===== config.mk =====
export PLATFORM = sky130hd
export DESIGN_NAME = ecc32_check_gen_pipe
export DESIGN_NICKNAME = d
export VERILOG_FILES = /design/src/rtl/ecc32_pkg.sv /design/src/rtl/ecc32_pipe_reg.sv /design/src/rtl/ecc32_check_gen_pipe.sv
export SDC_FILE = /design/constraint.sdc
export NUM_CORES = 1
export LEC_CHECK = 0
export ABC_AREA = 1
export CAP_MARGIN = 30
export CORE_MARGIN = 2
export CORE_UTILIZATION = 30
export DETAILED_ROUTE_END_ITERATION = 10
export PLACE_DENSITY = 0.56
export SLEW_MARGIN = 15
export SYNTH_ARGS = -nofsm -noshare
export SYNTH_HDL_FRONTEND = slang
export SYNTH_SLANG_ARGS = --single-unit

===== constraint.sdc =====
create_clock -name id_clk -period 1.7 [get_ports id_clk]
set_input_delay 0.17 -clock id_clk [delete_from_list [all_inputs] [get_ports id_clk]]
set_output_delay 0.17 -clock id_clk [all_outputs]
set_load 0.05 [all_outputs]

===== src/rtl/ecc32_pkg.sv =====
// Shared definitions for the 32-bit SEC code: widths, g-index map and the
// check-bit function that doubles as the golden model for the corrector bench.
package ecc32_pkg;

  localparam int DATA_W = 32;
  localparam int CHK_W  = 8;
  localparam logic [5:0] INJ_NONE = 6'd40;

  // check bit k folds in g[G_MAP[k]]
  localparam int G_MAP [CHK_W] = '{4, 5, 6, 7, 0, 1, 2, 3};

  typedef struct packed {
    logic [DATA_W-1:0] data;
    logic              inj_en;
    logic [5:0]        inj_pos;
    logic [CHK_W-1:0]  f;
    logic [CHK_W-1:0]  xe;
  } s1_t;

  typedef struct packed {
    logic [DATA_W-1:0] data;
    logic [CHK_W-1:0]  check;
    logic              flipped;
  } s2_t;

  function automatic logic [CHK_W-1:0] ecc32_f(input logic [DATA_W-1:0] d);
    logic [CHK_W-1:0] f;
    for (int j = 0; j < CHK_W; j++) f[j] = ^d[4*j +: 4];
    return f;
  endfunction

  function automatic logic [CHK_W-1:0] ecc32_xe(input logic [DATA_W-1:0] d);
    logic [CHK_W-1:0] xe;
    for (int k = 0; k < 4; k++) xe[k] = d[k] ^ d[k+4] ^ d[k+8] ^ d[k+12];
    for (int k = 4; k < 8; k++) xe[k] = d[k+12] ^ d[k+16] ^ d[k+20] ^ d[k+24];
    return xe;
  endfunction

  function automatic logic [CHK_W-1:0] ecc32_check_fx(input logic [CHK_W-1:0] f,
                                                      input logic [CHK_W-1:0] xe);
    logic [CHK_W-1:0] g;
    logic [CHK_W-1:0] c;
    g[0] = f[0] ^ f[1];
    g[1] = f[2] ^ f[3];
    g[2] = f[0] ^ f[2];
    g[3] = f[1] ^ f[3];
    g[4] = f[4] ^ f[5];
    g[5] = f[6] ^ f[7];
    g[6] = f[4] ^ f[6];
    g[7] = f[5] ^ f[7];
    for (int k = 0; k < CHK_W; k++) c[k] = xe[k] ^ g[G_MAP[k]];
    return c;
  endfunction

  function automatic logic [CHK_W-1:0] ecc32_check(input logic [DATA_W-1:0] d);
    return ecc32_check_fx(ecc32_f(d), ecc32_xe(d));
  endfunction

endpackage


===== src/rtl/ecc32_pipe_reg.sv =====
// Valid/ready register slice; accepts whenever empty or draining, so a full
// pipeline of these sustains one word per cycle.
module ecc32_pipe_reg #(
  parameter int W = 8
) (
  input  logic         clk,
  input  logic         rst,
  input  logic         up_valid,
  output logic         up_ready,
  input  logic [W-1:0] up_data,
  output logic         dn_valid,
  input  logic         dn_ready,
  output logic [W-1:0] dn_data
);

  assign up_ready = !dn_valid | dn_ready;

  always_ff @(posedge clk) begin
    if (rst) begin
      dn_valid <= 1'b0;
      dn_data  <= '0;
    end else if (up_ready) begin
      dn_valid <= up_valid;
      if (up_valid) dn_data <= up_data;
    end
  end

endmodule


===== src/rtl/ecc32_check_gen_pipe.sv =====
// Two-stage check-bit generator for the 32-bit SEC code with optional
// single-bit error injection and saturating delivery statistics.
module ecc32_check_gen_pipe
  import ecc32_pkg::*;
#(
  parameter int CNT_W  = 16,
  parameter bit INJ_EN = 1'b1
) (
  input  logic              id_clk,
  input  logic              id_rst,
  input  logic              in_valid,
  output logic              in_ready,
  input  logic [DATA_W-1:0] in_data,
  input  logic              inj_en,
  input  logic [5:0]        inj_pos,
  output logic              out_valid,
  input  logic              out_ready,
  output logic [DATA_W-1:0] out_data,
  output logic [CHK_W-1:0]  out_check,
  output logic              out_r,
  output logic [CNT_W-1:0]  word_cnt,
  output logic [CNT_W-1:0]  inj_cnt
);

  s1_t  s1_d, s1_q;
  s2_t  s2_d, s2_q;
  logic v1, v2, s2_ready;
  logic [DATA_W+CHK_W-1:0] word, mask;
  logic hs;

  always_comb begin
    s1_d.data    = in_data;
    s1_d.inj_en  = inj_en;
    s1_d.inj_pos = inj_pos;
    s1_d.f       = ecc32_f(in_data);
    s1_d.xe      = ecc32_xe(in_data);
  end

  ecc32_pipe_reg #(.W($bits(s1_t))) u_stage1 (
    .clk      (id_clk),
    .rst      (id_rst),
    .up_valid (in_valid),
    .up_ready (in_ready),
    .up_data  (s1_d),
    .dn_valid (v1),
    .dn_ready (s2_ready),
    .dn_data  (s1_q)
  );

  // check bits come from the clean data; the flip lands on the outgoing word only
  always_comb begin
    s2_d.flipped = INJ_EN && s1_q.inj_en && (s1_q.inj_pos < INJ_NONE);
    mask = '0;
    if (s2_d.flipped) mask = (DATA_W+CHK_W)'(1) << s1_q.inj_pos;
    word = {ecc32_check_fx(s1_q.f, s1_q.xe), s1_q.data} ^ mask;
    s2_d.data  = word[DATA_W-1:0];
    s2_d.check = word[DATA_W +: CHK_W];
  end

  ecc32_pipe_reg #(.W($bits(s2_t))) u_stage2 (
    .clk      (id_clk),
    .rst      (id_rst),
    .up_valid (v1),
    .up_ready (s2_ready),
    .up_data  (s2_d),
    .dn_valid (v2),
    .dn_ready (out_ready),
    .dn_data  (s2_q)
  );

  assign out_valid = v2;
  assign out_r     = v2;
  assign out_data  = s2_q.data;
  assign out_check = s2_q.check;
  assign hs        = v2 & out_ready;

  always_ff @(posedge id_clk) begin
    if (id_rst) begin
      word_cnt <= '0;
      inj_cnt  <= '0;
    end else if (hs) begin
      if (word_cnt != '1) word_cnt <= word_cnt + CNT_W'(1);
      if (s2_q.flipped && (inj_cnt != '1)) inj_cnt <= inj_cnt + CNT_W'(1);
    end
  end

endmodule


==> impl_metrics.sql, run 1 <==
INSERT INTO impl_metrics (metric_group, metric, value, unit) VALUES
('run', 'timing.max_cap.violations', '0', ''),
('sta', 'worst-slew-pin-transition', '0.495', 'ns'),
('clock_tree', 'cts-hold-fix-buffers', '0', ''),
('cells_and_area', 'finalNonFillerCells', '1519', ''),
('clock_tree', 'cts-buffers-inserted', '17', ''),
('cells_and_area', 'n_fill_cell', '2538', ''),
('sta', 'clock_skew', '0.0122', 'ns'),
('synth', 'synth_most_common_cell', 'sky130_fd_sc_hd__nand2_1', ''),
('critical_path', 'crit_path_cell_trace', 'ha_1, nand3_1, inv_1, nand4_4, nand2_2, nand2_1, a21oi_2', ''),
('global_routing', 'grt_first_pass_wirelength', '31900', 'um'),
('synth', 'synth_area_leaders', 'sky130_fd_sc_hd__dfxtp_1 36%, sky130_fd_sc_hd__nand2_1 12%, sky130_fd_sc_hd__nor2_1 10%, sky130_fd_sc_hd__o21ai_0 6.6%, sky130_fd_sc_hd__xnor2_1 6.6%', ''),
('detailed_routing', 'detail_route.wl_per_cell', '13.3', 'um'),
('power', 'ir_drop', '608', 'uV'),
('global_routing', 'grt_overflow', '0', ''),
('critical_path', 'path_class', 'reg -> reg', ''),
('global_routing', 'globalRouteTotalUtil', '16.4', '%'),
('critical_path', 'slowest_delay', '0.37', 'ns'),
('synth', 'async_reset_ff_share', '0', '%'),
('critical_path', 'cp.required', '2.05', 'ns'),
('synth', 'synth.cells.most_frequent', '228 x sky130_fd_sc_hd__nand2_1, 192 x sky130_fd_sc_hd__nor2_1, 130 x sky130_fd_sc_hd__dfxtp_1', ''),
('placement', 'buffers_on_ports', '117', ''),
('global_routing', 'antenna_violations_before_repair', '0', ''),
('clock_tree', 'clkSinkCount', '130', ''),
('detailed_routing', 'dr.first_iter.drc_count', '375', ''),
('die', 'die_w', '159', 'um'),
('sta', 'final_max_slew_viol_count', '0', ''),
('critical_path', 'timing.rr.start', 'inj_cnt[0]', ''),
('die', 'die_height', '159', 'um'),
('sta', 'timing.setup.tns', '0', 'ns'),
('die', 'starting_density_of_the_core', '30.5', '%'),
('sta', 'layout_worst_path_cycle_share', '90.4', '%'),
('cells_and_area', 'area_growth_syn_to_layout', '27.2', '%'),
('synth', 'yosysTopAreaCellShare', '36.3', '%'),
('clock_tree', 'path_clk_slew', '0.06', 'ns'),
('critical_path', 'arrival', '1.89', 'ns'),
('die', 'top_level_ports', '118', ''),
('power', 'power_density_of_the_placed_cells', '945', 'nW/um^2'),
('sta', 'final_setup_violation_count', '0', ''),
('critical_path', 'timing.critical_path.from', 'inj_cnt[0]', ''),
('placement', 'gp_routability_congestion', '0.818', ''),
('sta', 'rsz0062_at_grt', 'no', ''),
('critical_path', 'cp_slowest_cell', 'sky130_fd_sc_hd__dfxtp_2', ''),
('detailed_routing', 'dr_total_vias', '6792', ''),
('cells_and_area', 'antenna-diode-count', '0', ''),
('die', 'fp.coreArea', '23500', 'um^2'),
('clock_tree', 'clock_tree.buffer_depth', '2', ''),
('min_path', 'worst_hold_path_type', 'in -> reg', ''),
('outcome', 'status', 'completed', ''),
('placement', 'detailed_place_hpwl', '15200', 'um'),
('detailed_routing', 'routed_via_density', '4.47', ''),
('detailed_routing', 'drt_drc_violations_left', '0', ''),
('detailed_routing', 'drt_pass1_iterations', '5', ''),
('placement', 'dp.cells', '1487', ''),
('detailed_routing', 'route.final.wire_length', '20200', 'um'),
('clock_tree', 'cts_htree_levels', '4', ''),
('die', 'die_outline_area', '25100', 'um^2'),
('min_path', 'hold_start', 'id_rst', ''),
('cells_and_area', 'num-nets-final', '1232', ''),
('synth', 'number_of_library_cell_types_mapped_by_synthesis', '31', ''),
('clock_tree', 'cts_tree', 'done', ''),
('synth', 'yosys.area.top_type', 'sky130_fd_sc_hd__dfxtp_1', ''),
('synth', 'synth.avg_cell_area', '6.60', 'um^2'),
('global_routing', 'largest_net_degree_at_the_start_of_global_routing', '67', ''),
('clock_tree', 'cts.root.buffer_cell', 'sky130_fd_sc_hd__clkbuf_16', ''),
('critical_path', 'critical_path.endpoint_type', 'register', ''),
('synth', 'synth-edff-count', '0', ''),
('detailed_routing', 'final_antenna_net_count', '0', ''),
('cells_and_area', 'fin_util', '38.8', '%'),
('clock_tree', 'cts_setup_buffers', '0', ''),
('sta', 'slew_headroom', '67.1', '%'),
('cells_and_area', 'layout-drive-gt1-share', '15.3', '%');
flip-flops by register name (all words and copies together) (netlist names):
name and cells:
u_stage1.dn_valid 1, word_cnt 16, u_stage2.dn_data 41, u_stage2.dn_valid 1
u_stage1.dn_data 55, inj_cnt 16
cell type report:
cell class | count | area (um^2) | area share [%]
repair buffers | 166 | 1440 | 15.8
well taps | 319 | 399 | 4.38
multi-input cells | 753 | 3610 | 39.6
clock buffers | 17 | 425 | 4.67
flip-flops and latches | 130 | 2610 | 28.6
inverters | 119 | 447 | 4.90
clock inverters | 15 | 184 | 2.02
repair_timing:
action,in CTS,in global routing
resized for setup,5,1
setup endpoints to repair,5,2
gates cloned,0,0
report_power, final:
part           internal (W)  switching, W
Sequential          0.00323      0.000136
Clock               0.00232       0.00149
Combinational      0.000538      0.000892
Total               0.00609       0.00252
stage by stage:
| stage | instance area [um^2] | setup slack [ns] | hold slack [ns] |
|---|---|---|---|
| floorplan | 7180 | 0.0205 | 0.335 |
| global placement | 8510 | 0.0288 | 0.453 |
| detailed placement | 8510 | 0.0407 | 0.454 |
| CTS | 9110 | 0.129 | 0.315 |
| global route | 9110 | 0.00493 | 0.339 |
| finish | 9110 | 0.164 | 0.326 |
logic make-up after synthesis:
group / Yosys count / share of synthesized area (%)
and+or+nand+nor: 506 / 29.0
buffers and inverters: 202 / 13.4
AOI/OAI and AO/OA: 179 / 12.9
DFF: 130 / 36.3
xor gates and xnor gates: 66 / 8.07
adders and majority gates: 2 / 0.349
layout by cell type (no fill, tap or decap), types with 2 or more instances in the layout:
| master | count |
|---|---|
| sky130_fd_sc_hd__a21oi_2 | 5 |
| sky130_fd_sc_hd__bufinv_16 | 3 |
| sky130_fd_sc_hd__nand2_2 | 8 |
| sky130_fd_sc_hd__dlygate4sd2_1 | 5 |
| sky130_fd_sc_hd__clkbuf_16 | 17 |
| sky130_fd_sc_hd__clkdlybuf4s50_1 | 41 |
| sky130_fd_sc_hd__dfxtp_2 | 5 |
| sky130_fd_sc_hd__o21ai_1 | 11 |
| sky130_fd_sc_hd__clkinv_2 | 3 |
| sky130_fd_sc_hd__xor2_1 | 12 |
| sky130_fd_sc_hd__buf_4 | 112 |
| sky130_fd_sc_hd__nor3_1 | 10 |
| sky130_fd_sc_hd__inv_1 | 115 |
| sky130_fd_sc_hd__o21ai_0 | 95 |
| sky130_fd_sc_hd__nand4_1 | 10 |
| sky130_fd_sc_hd__nor2_2 | 5 |
| sky130_fd_sc_hd__nor2_4 | 2 |
| sky130_fd_sc_hd__nand3_1 | 45 |
| sky130_fd_sc_hd__nand2_1 | 227 |
| sky130_fd_sc_hd__nand3b_1 | 3 |
| sky130_fd_sc_hd__inv_2 | 3 |
| sky130_fd_sc_hd__ha_1 | 2 |
| sky130_fd_sc_hd__clkinvlp_4 | 2 |
| sky130_fd_sc_hd__a21oi_1 | 65 |
| sky130_fd_sc_hd__nor2_1 | 192 |
| sky130_fd_sc_hd__nand3_2 | 2 |
| sky130_fd_sc_hd__buf_12 | 7 |
| sky130_fd_sc_hd__xnor2_1 | 54 |
| sky130_fd_sc_hd__dfxtp_1 | 125 |
| sky130_fd_sc_hd__clkinv_4 | 5 |
final timing paths:
kind,end,slack (ns),cells after the start
worst max-delay path,inj_cnt[14],0.16,7
worst min-delay path,u_stage2.dn_data[37],0.33,5
worst max register to register,inj_cnt[14],0.16,7
worst min register to register,u_stage1.dn_data[35],0.46,2
routing by layer:
layer | vias to the layer above | share of wire [%] | wire length [um] | global-route usage (%)
li1 | 3558 | - | - | -
met1 | 3053 | 50 | 10000 | 23.3
met2 | 165 | 44 | 8940 | 25.5
met3 | 16 | 5.2 | 1040 | 3.73
met4 | 0 | 0.94 | 190 | 3.22
met5 | - | 0 | 0 | 0
critical path: cells and delay by family, from the launching register on:
family | cells | cell delay (ns)
simple gates | 4 | 0.62
flops | 1 | 0.37
fa+ha+maj | 1 | 0.18
buf+inv | 1 | 0.15
compound gates | 1 | 0.14
No activity file was read; power rests on OpenSTA's default activity.
==> run 2: changes to the inputs <==
--- a/config.mk
+++ b/config.mk
@@ -9,8 +9,9 @@
 export CAP_MARGIN = 30
 export CORE_MARGIN = 2
 export CORE_UTILIZATION = 30
+export CTS_CLUSTER_SIZE = 24
 export DETAILED_ROUTE_END_ITERATION = 10
-export PLACE_DENSITY = 0.56
+export PLACE_DENSITY = 0.58
 export SLEW_MARGIN = 15
 export SYNTH_ARGS = -nofsm -noshare
 export SYNTH_HDL_FRONTEND = slang
==> constraint.sdc (replaced) <==
create_clock -name id_clk -period 1.4 [get_ports id_clk]
set_input_delay 0.14 -clock id_clk [delete_from_list [all_inputs] [get_ports id_clk]]
set_output_delay 0.14 -clock id_clk [all_outputs]
set_load 0.05 [all_outputs]
==> run 2 against run 1 <==
  * The run now ends with setup timing left
  * Core utilization grew 7.2 points
  * Total power rose by 25%
  * Non-clock buffer count up 49
  * Flip-flop and latch count did not move
  * Final area increased by 19%
  * Sequential share of layout area is 3.5 points lower
  * Register-to-register slack worse by 0.18 ns
  * Clock skew decreased by 0.0027 ns
  * Via count is 4.7% higher
  * Critical path depth is 2 higher
  * Worst hold slack got worse by 0.14 ns
  * First-iteration DRC count fell by 3.2%
  * Critical endpoint is now word_cnt[15]
==> impl_metrics.sql, run 2 (synthesized netlist as in run 1, its figures left out) <==
INSERT INTO impl_metrics (metric_group, metric, value, unit) VALUES
('sta', 'final.min_clock_period', '1.42', 'ns'),
('clock_tree', 'path_clk_slew', '0.06', 'ns'),
('critical_path', 'cp_slowest_cell', 'sky130_fd_sc_hd__dfxtp_4', ''),
('global_routing', 'grt_first_pass_wirelength', '33100', 'um'),
('critical_path', 'timing.critical_path.from', 'word_cnt[0]', ''),
('detailed_routing', 'final_antenna_net_count', '0', ''),
('critical_path', 'critical_path.startpoint_type', 'register', ''),
('min_path', 'hold_start', 'id_rst', ''),
('global_routing', 'grt_pass1_vias', '6589', ''),
('cells_and_area', 'fin_util', '46.0', '%'),
('critical_path', 'critical_path.endpoint_type', 'register', ''),
('cells_and_area', 'final_cell_mix', '208 x sky130_fd_sc_hd__nand2_1, 169 x sky130_fd_sc_hd__nor2_1, 106 x sky130_fd_sc_hd__inv_1', ''),
('clock_tree', 'cts-buffers-inserted', '17', ''),
('outcome', 'failing_checks', 'setup timing', ''),
('detailed_routing', 'detail_route.wl_per_cell', '13.5', 'um'),
('die', 'die_height', '159', 'um'),
('detailed_routing', 'drt_pass1_iterations', '5', ''),
('sta', 'timing.setup.tns', '-0.0239', 'ns'),
('power', 'leakage', '4.63', 'nW'),
('clock_tree', 'cts-hold-fix-buffers', '0', ''),
('sta', 'final_critical_path_setup_slack', '-0.0155', 'ns'),
('critical_path', 'cp.required', '1.74', 'ns'),
('detailed_routing', 'drt_drc_violations_left', '0', ''),
('critical_path', 'slowest_delay', '0.36', 'ns'),
('power', 'ir_drop', '683', 'uV'),
('cells_and_area', 'top_register', 'u_stage1.dn_data', ''),
('placement', 'detailed_place_hpwl', '15700', 'um'),
('die', 'starting_density_of_the_core', '30.5', '%'),
('die', 'top_level_ports', '118', ''),
('critical_path', 'crit_path_cell_trace', 'ha_4, nand3_4, inv_4, nand2_4, nor2_4, nor2_4, clkbuf_16, nand2_1, a21oi_1', ''),
('die', 'fp-row-count', '56', ''),
('sta', 'worst-slew-pin-transition', '0.581', 'ns'),
('sta', 'max_frequency', '706', 'MHz'),
('global_routing', 'largest_net_degree_at_the_start_of_global_routing', '67', ''),
('critical_path', 'path_class', 'reg -> reg', ''),
('clock_tree', 'cts.root.buffer_cell', 'sky130_fd_sc_hd__clkbuf_16', ''),
('clock_tree', 'cts_htree_levels', '4', ''),
('clock_tree', 'clkSinkCount', '130', ''),
('run', 'timing.max_cap.violations', '0', ''),
('sta', 'final_max_slew_viol_count', '0', ''),
('sta', 'clock_skew', '0.00953', 'ns'),
('critical_path', 'arrival', '1.76', 'ns'),
('detailed_routing', 'routed_via_density', '4.54', ''),
('cells_and_area', 'area_growth_syn_to_layout', '50.8', '%'),
('sta', 'slew_headroom', '61.3', '%'),
('cells_and_area', 'biggestRegsByFlops', 'u_stage1.dn_data x55, u_stage2.dn_data x41', ''),
('placement', 'buffers_on_ports', '117', ''),
('die', 'fp.coreArea', '23500', 'um^2'),
('clock_tree', 'cts_tree', 'done', ''),
('cells_and_area', 'final_common_cell', 'sky130_fd_sc_hd__nand2_1', ''),
('critical_path', 'path_common_cell', 'sky130_fd_sc_hd__nor2_4', ''),
('clock_tree', 'clock_tree.buffer_depth', '2', ''),
('sta', 'rsz0062_at_grt', 'yes', ''),
('global_routing', 'antenna_violations_before_repair', '0', ''),
('min_path', 'worst_hold_path_type', 'in -> reg', ''),
('detailed_routing', 'route.final.wire_length', '21200', 'um'),
('global_routing', 'globalRouteTotalUtil', '16.9', '%'),
('sta', 'final_setup_violation_count', '2', ''),
('cells_and_area', 'num-nets-final', '1281', ''),
('clock_tree', 'clock_insertion_delay_worst_skew', '0.43', 'ns'),
('sta', 'report.final.hold_viol_count', '0', ''),
('cells_and_area', 'antenna-diode-count', '0', ''),
('global_routing', 'grt_overflow', '0', ''),
('critical_path', 'r2r_slack', '-0.02', 'ns'),
('cells_and_area', 'max_reg_flops', '55', ''),
('power', 'power_density_of_the_placed_cells', '999', 'nW/um^2'),
('critical_path', 'worstPathMaxFanout', '5', ''),
('sta', 'layout_worst_path_cycle_share', '101', '%'),
('detailed_routing', 'dr.first_iter.drc_count', '363', ''),
('placement', 'gp_routability_congestion', '0.866', ''),
('cells_and_area', 'n_fill_cell', '2316', ''),
('critical_path', 'timing.rr.start', 'word_cnt[0]', ''),
('outcome', 'status', 'finished, violations left', ''),
('die', 'die_outline_area', '25100', 'um^2'),
('detailed_routing', 'dr_total_vias', '7112', ''),
('cells_and_area', 'layout-drive-gt1-share', '27.7', '%'),
('die', 'die_w', '159', 'um');
==> run 2: changes by cell type in the layout (fill, tap and decap cells not counted), sizes merged <==
| cell | change |
|---|---|
| buf | +53 |
| bufinv | -1 |
| clkbuf | +4 |
| clkinv | -5 |
| dlygate4sd2 | -5 |
| inv | +2 |
==> run 2: stage by stage <==
stage | area (um^2) | hold WS (ns) | cells | setup slack (ns) | power [W]
2_1_floorplan | 7360 | 0.305 | 1085 | -0.0163 | 0.00539
3_3_place_gp | 9800 | 0.453 | 1528 | -0.163 | 0.00620
3_5_place_dp | 9800 | 0.464 | 1528 | -0.175 | 0.00622
4_1_cts | 10400 | 0.179 | 1560 | -0.0169 | 0.0108
5_1_grt | 10800 | 0.211 | 1567 | -0.0683 | 0.0112
6_report | 10800 | 0.183 | 1567 | -0.0155 | 0.0108
==> run 2: worst paths after layout <==
path,end,depth (start not counted)
setup / recovery,word_cnt[15],9
hold / removal,inj_cnt[11],3
setup reg to reg,word_cnt[15],9
hold reg to reg,u_stage1.dn_data[24],2
==> run 2: cell type report <==
type                            count  area (um^2)  area share [%]
Clock inverter                     11          125            1.16
Inverter                          119          452            4.18
Clock buffer                       20          478            4.42
Tap cell                          319          399            3.69
Multi-Input combinational cell    753         3960            36.6
Sequential cell                   130         2720            25.2
Timing Repair Buffer              215         2680            24.8
==> run 2: worst max-delay path, delay by kind of cell, from the launching register on <==
| family | cells | cell delay [ns] |
|---|---|---|
| simple gates | 5 | 0.46 |
| flops | 1 | 0.36 |
| buf+inv | 2 | 0.23 |
| fa+ha+maj | 1 | 0.17 |
| compound gates | 1 | 0.12 |
==> run 2: what timing repair did <==
item                                    in CTS  in global routing
cloned                                       0                  1
endpoints found under the setup margin      26                 69
pin swaps                                    1                 17
resized for setup                            3                117
buffers inserted                             1                  6
==> run 2: metal layers <==
| metal | wire, um | vias up | track usage [%] |
|---|---|---|---|
| met1 | 9890 | 3241 | 22.4 |
| met4 | 190 | 0 | 4.42 |
| li1 | - | 3674 | - |
| met3 | 1290 | 17 | 3.95 |
| met5 | 0 | - | 0 |
| met2 | 9820 | 180 | 27.6 |
==> run 2: power by group <==
part           internal [W]  switching, W  total (W)  leakage, nW
Combinational      0.000966       0.00115    0.00211         3.24
Sequential          0.00388      0.000222    0.00410         1.10
Clock               0.00282       0.00176    0.00458        0.294
==> run 3: changes to the inputs <==
--- a/config.mk
+++ b/config.mk
@@ -8,11 +8,10 @@
 export ABC_AREA = 1
 export CAP_MARGIN = 30
 export CORE_MARGIN = 2
-export CORE_UTILIZATION = 30
+export CORE_UTILIZATION = 46
 export CTS_CLUSTER_SIZE = 24
 export DETAILED_ROUTE_END_ITERATION = 10
-export PLACE_DENSITY = 0.58
-export SLEW_MARGIN = 15
+export PLACE_DENSITY = 0.79
 export SYNTH_ARGS = -nofsm -noshare
 export SYNTH_HDL_FRONTEND = slang
 export SYNTH_SLANG_ARGS = --single-unit
==> run 3 against run 2 <==
  * The flow now finishes without violations
  * Count of clock-buffer cells in the layout rose by 4
  * Core utilization rose by 23 points
  * Die area fell by 34%
  * Maximum frequency rose by 1.2%
  * Total power rose by 3.0%
  * Cell count fell by 9.4%
  * First-iteration DRC count rose by 62%
  * Clock power rose by 8.1%
  * Combinational power fell by 2%
  * Routed wire length fell by 5.0%
  * Via count rose by 3.6%
  * Critical path type unchanged
  * Largest cell class unchanged
==> impl_metrics.sql, run 3 (synthesized netlist as in run 1, its figures left out) <==
INSERT INTO impl_metrics (metric_group, metric, value, unit) VALUES
('detailed_routing', 'detail_route.wl_per_cell', '14.2', 'um'),
('global_routing', 'grt_first_pass_wirelength', '32300', 'um'),
('placement', 'detailed_place_hpwl', '14300', 'um'),
('die', 'fp.coreArea', '15200', 'um^2'),
('cells_and_area', 'layout-drive-gt1-share', '26.4', '%'),
('sta', 'layout_worst_path_cycle_share', '99.9', '%'),
('cells_and_area', 'n_fill_cell', '1206', ''),
('detailed_routing', 'final_antenna_net_count', '0', ''),
('sta', 'final_setup_violation_count', '0', ''),
('sta', 'slew_headroom', '79.7', '%'),
('sta', 'clock_skew', '0.00701', 'ns'),
('clock_tree', 'clock_insertion_delay_worst_skew', '0.43', 'ns'),
('sta', 'report.final.hold_viol_count', '0', ''),
('die', 'top_level_ports', '118', ''),
('detailed_routing', 'drt_pass1_iterations', '6', ''),
('cells_and_area', 'num-nets-final', '1264', ''),
('cells_and_area', 'final_cell_mix', '207 x sky130_fd_sc_hd__nand2_1, 166 x sky130_fd_sc_hd__nor2_1, 108 x sky130_fd_sc_hd__inv_1', ''),
('clock_tree', 'clock_tree.buffer_depth', '2', ''),
('critical_path', 'critical_path.reg2reg.endpoint', 'u_stage2.dn_data[4]', ''),
('die', 'starting_density_of_the_core', '47.1', '%'),
('outcome', 'status', 'completed', ''),
('power', 'p_int', '0.00809', 'W'),
('placement', 'dp.cells', '1374', ''),
('power', 'leakage', '4.57', 'nW'),
('global_routing', 'grt_overflow', '0', ''),
('critical_path', 'critical_path.endpoint_type', 'register', ''),
('cells_and_area', 'max_reg_flops', '55', ''),
('sta', 'timing.setup.tns', '0', 'ns'),
('die', 'fp-row-count', '45', ''),
('die', 'die_w', '129', 'um'),
('detailed_routing', 'route.final.wire_length', '20100', 'um'),
('clock_tree', 'clkSinkCount', '130', ''),
('placement', 'buffers_on_ports', '117', ''),
('clock_tree', 'cts_htree_levels', '4', ''),
('power', 'power.net_switching', '0.00302', 'W'),
('cells_and_area', 'biggestRegsByFlops', 'u_stage1.dn_data x55, u_stage2.dn_data x41', ''),
('power', 'ir_drop', '902', 'uV'),
('global_routing', 'grt_pass1_vias', '6799', ''),
('run', 'timing.max_cap.violations', '0', ''),
('power', 'switching_share', '27.2', '%'),
('detailed_routing', 'dr.first_iter.drc_count', '587', ''),
('cells_and_area', 'finalNonFillerCells', '1419', ''),
('cells_and_area', 'top_register', 'u_stage1.dn_data', ''),
('critical_path', 'cp.required', '1.72', 'ns'),
('detailed_routing', 'routed_via_density', '5.19', ''),
('sta', 'worst-slew-pin-transition', '0.304', 'ns'),
('power', 'combPwrFrac', '18.6', '%'),
('global_routing', 'largest_net_degree_at_the_start_of_global_routing', '43', ''),
('placement', 'gp_routability_congestion', '0.909', ''),
('cells_and_area', 'postLayoutCellArea', '10500', 'um^2'),
('detailed_routing', 'drt_drc_violations_left', '0', ''),
('critical_path', 'timing.critical_path.from', 'u_stage1.dn_data[18]', ''),
('die', 'die_height', '129', 'um'),
('global_routing', 'antenna_violations_before_repair', '0', ''),
('power', 'seqPwrFrac', '36.9', '%'),
('power', 'clock_power_share', '44.5', '%'),
('clock_tree', 'cts-buffers-inserted', '17', ''),
('cells_and_area', 'area_growth_syn_to_layout', '46.4', '%'),
('critical_path', 'critical_path.startpoint_type', 'register', ''),
('placement', 'place_worst_setup_slack', '-0.187', 'ns'),
('critical_path', 'path_class', 'reg -> reg', ''),
('clock_tree', 'cts.root.buffer_cell', 'sky130_fd_sc_hd__clkbuf_16', ''),
('min_path', 'worst_hold_path_type', 'in -> reg', ''),
('power', 'power_density_of_the_placed_cells', '1060', 'nW/um^2'),
('critical_path', 'r2r_slack', '0.001', 'ns'),
('sta', 'rsz0062_at_grt', 'yes', ''),
('clock_tree', 'path_clk_slew', '0.06', 'ns'),
('clock_tree', 'cts_tree', 'done', ''),
('critical_path', 'worstSetupEndpoint', 'u_stage2.dn_data[4]', ''),
('placement', 'dpl_cell_area', '9430', 'um^2'),
('critical_path', 'arrival', '1.72', 'ns'),
('critical_path', 'timing.rr.start', 'u_stage1.dn_data[18]', ''),
('detailed_routing', 'dr_total_vias', '7371', ''),
('sta', 'final_max_slew_viol_count', '0', ''),
('sta', 'final_critical_path_setup_slack', '0.00112', 'ns'),
('clock_tree', 'cts-hold-fix-buffers', '0', ''),
('die', 'die_outline_area', '16600', 'um^2'),
('critical_path', 'worstPathMaxFanout', '5', ''),
('cells_and_area', 'final_common_cell', 'sky130_fd_sc_hd__nand2_1', ''),
('sta', 'final.min_clock_period', '1.40', 'ns'),
('cells_and_area', 'antenna-diode-count', '0', ''),
('critical_path', 'reg2reg_depth', '9', ''),
('sta', 'max_frequency', '715', 'MHz'),
('global_routing', 'globalRouteTotalUtil', '24.6', '%');
run 3: cell count changes in the layout (fill, tap and decap cells not counted), moves of 4 or more:
cell                      delta
sky130_fd_sc_hd__a21oi_2     -5
sky130_fd_sc_hd__a21oi_1     +5
sky130_fd_sc_hd__buf_12      -4
sky130_fd_sc_hd__buf_4      -11
sky130_fd_sc_hd__nor2_2      +7
run 3: cell type report:
| class | instances | area (um^2) | share of cell area [%] |
|---|---|---|---|
| flip-flops and latches | 130 | 2720 | 25.9 |
| multi-input cells | 754 | 3930 | 37.5 |
| inverters | 119 | 455 | 4.34 |
| well taps | 188 | 235 | 2.24 |
| clock buffers | 24 | 556 | 5.30 |
| clock inverters | 7 | 111 | 1.06 |
| repair buffers | 197 | 2480 | 23.6 |
run 3: power groups by stage:
| stage | combinational, W | clock [W] | sequential [W] |
|---|---|---|---|
| 2_1_floorplan | 0.00129 | 0 | 0.00410 |
| 3_3_place_gp | 0.00194 | 0 | 0.00416 |
| 3_5_place_dp | 0.00198 | 0 | 0.00417 |
| 4_1_cts | 0.00201 | 0.00498 | 0.00409 |
| 5_1_grt | 0.00224 | 0.00517 | 0.00413 |
| 6_report | 0.00207 | 0.00495 | 0.00410 |
run 3: worst min path at each step:
| stage | start | to | slack (ns) | cells past startpoint |
|---|---|---|---|---|
| final | id_rst | word_cnt[5] | 0.21 | 3 |
| after global routing | id_rst | word_cnt[5] | 0.21 | 3 |
| after CTS | id_rst | inj_cnt[9] | 0.20 | 3 |
| after detailed placement | u_stage1.dn_data[33] | u_stage1.dn_data[33] | 0.45 | 2 |
| after global placement | u_stage1.dn_data[33] | u_stage1.dn_data[33] | 0.45 | 2 |
| after floorplan | in_data[7] | u_stage1.dn_data[30] | 0.30 | 2 |
run 3: what timing repair did:
action	CTS	global route
setup buffers	3	9
resized for setup	11	97
pin swaps	4	15
cloned	0	2
setup endpoints to repair	22	69
run 3: per-stage QoR:
step	total power [W]	hold slack [ns]	util, %
after floorplan	0.00539	0.305	-
after global placement	0.00610	0.446	62.0
after detailed placement	0.00615	0.451	62.0
after CTS	0.0111	0.196	66.7
after global routing	0.0115	0.214	69.0
final	0.0111	0.214	69.0
run 3: layer usage:
layer,routed length (um),global-route usage [%],vias to the layer above
met5,0,0,-
met4,786,11.3,0
met3,1260,4.20,56
met2,9660,41.3,284
met1,8430,30.9,3399
li1,-,-,3632
run 3: worst max-delay path, cell delays in order, from the launching register on:
cell and delay, ns:
sky130_fd_sc_hd__dfxtp_4 0.36, sky130_fd_sc_hd__inv_2 0.10, sky130_fd_sc_hd__nand3_1 0.13, sky130_fd_sc_hd__nor2_2 0.14
sky130_fd_sc_hd__buf_4 0.14, sky130_fd_sc_hd__nand3_1 0.11, sky130_fd_sc_hd__nand2_1 0.11, sky130_fd_sc_hd__nand3_1 0.09
sky130_fd_sc_hd__nand2_1 0.08, sky130_fd_sc_hd__inv_1 0.04
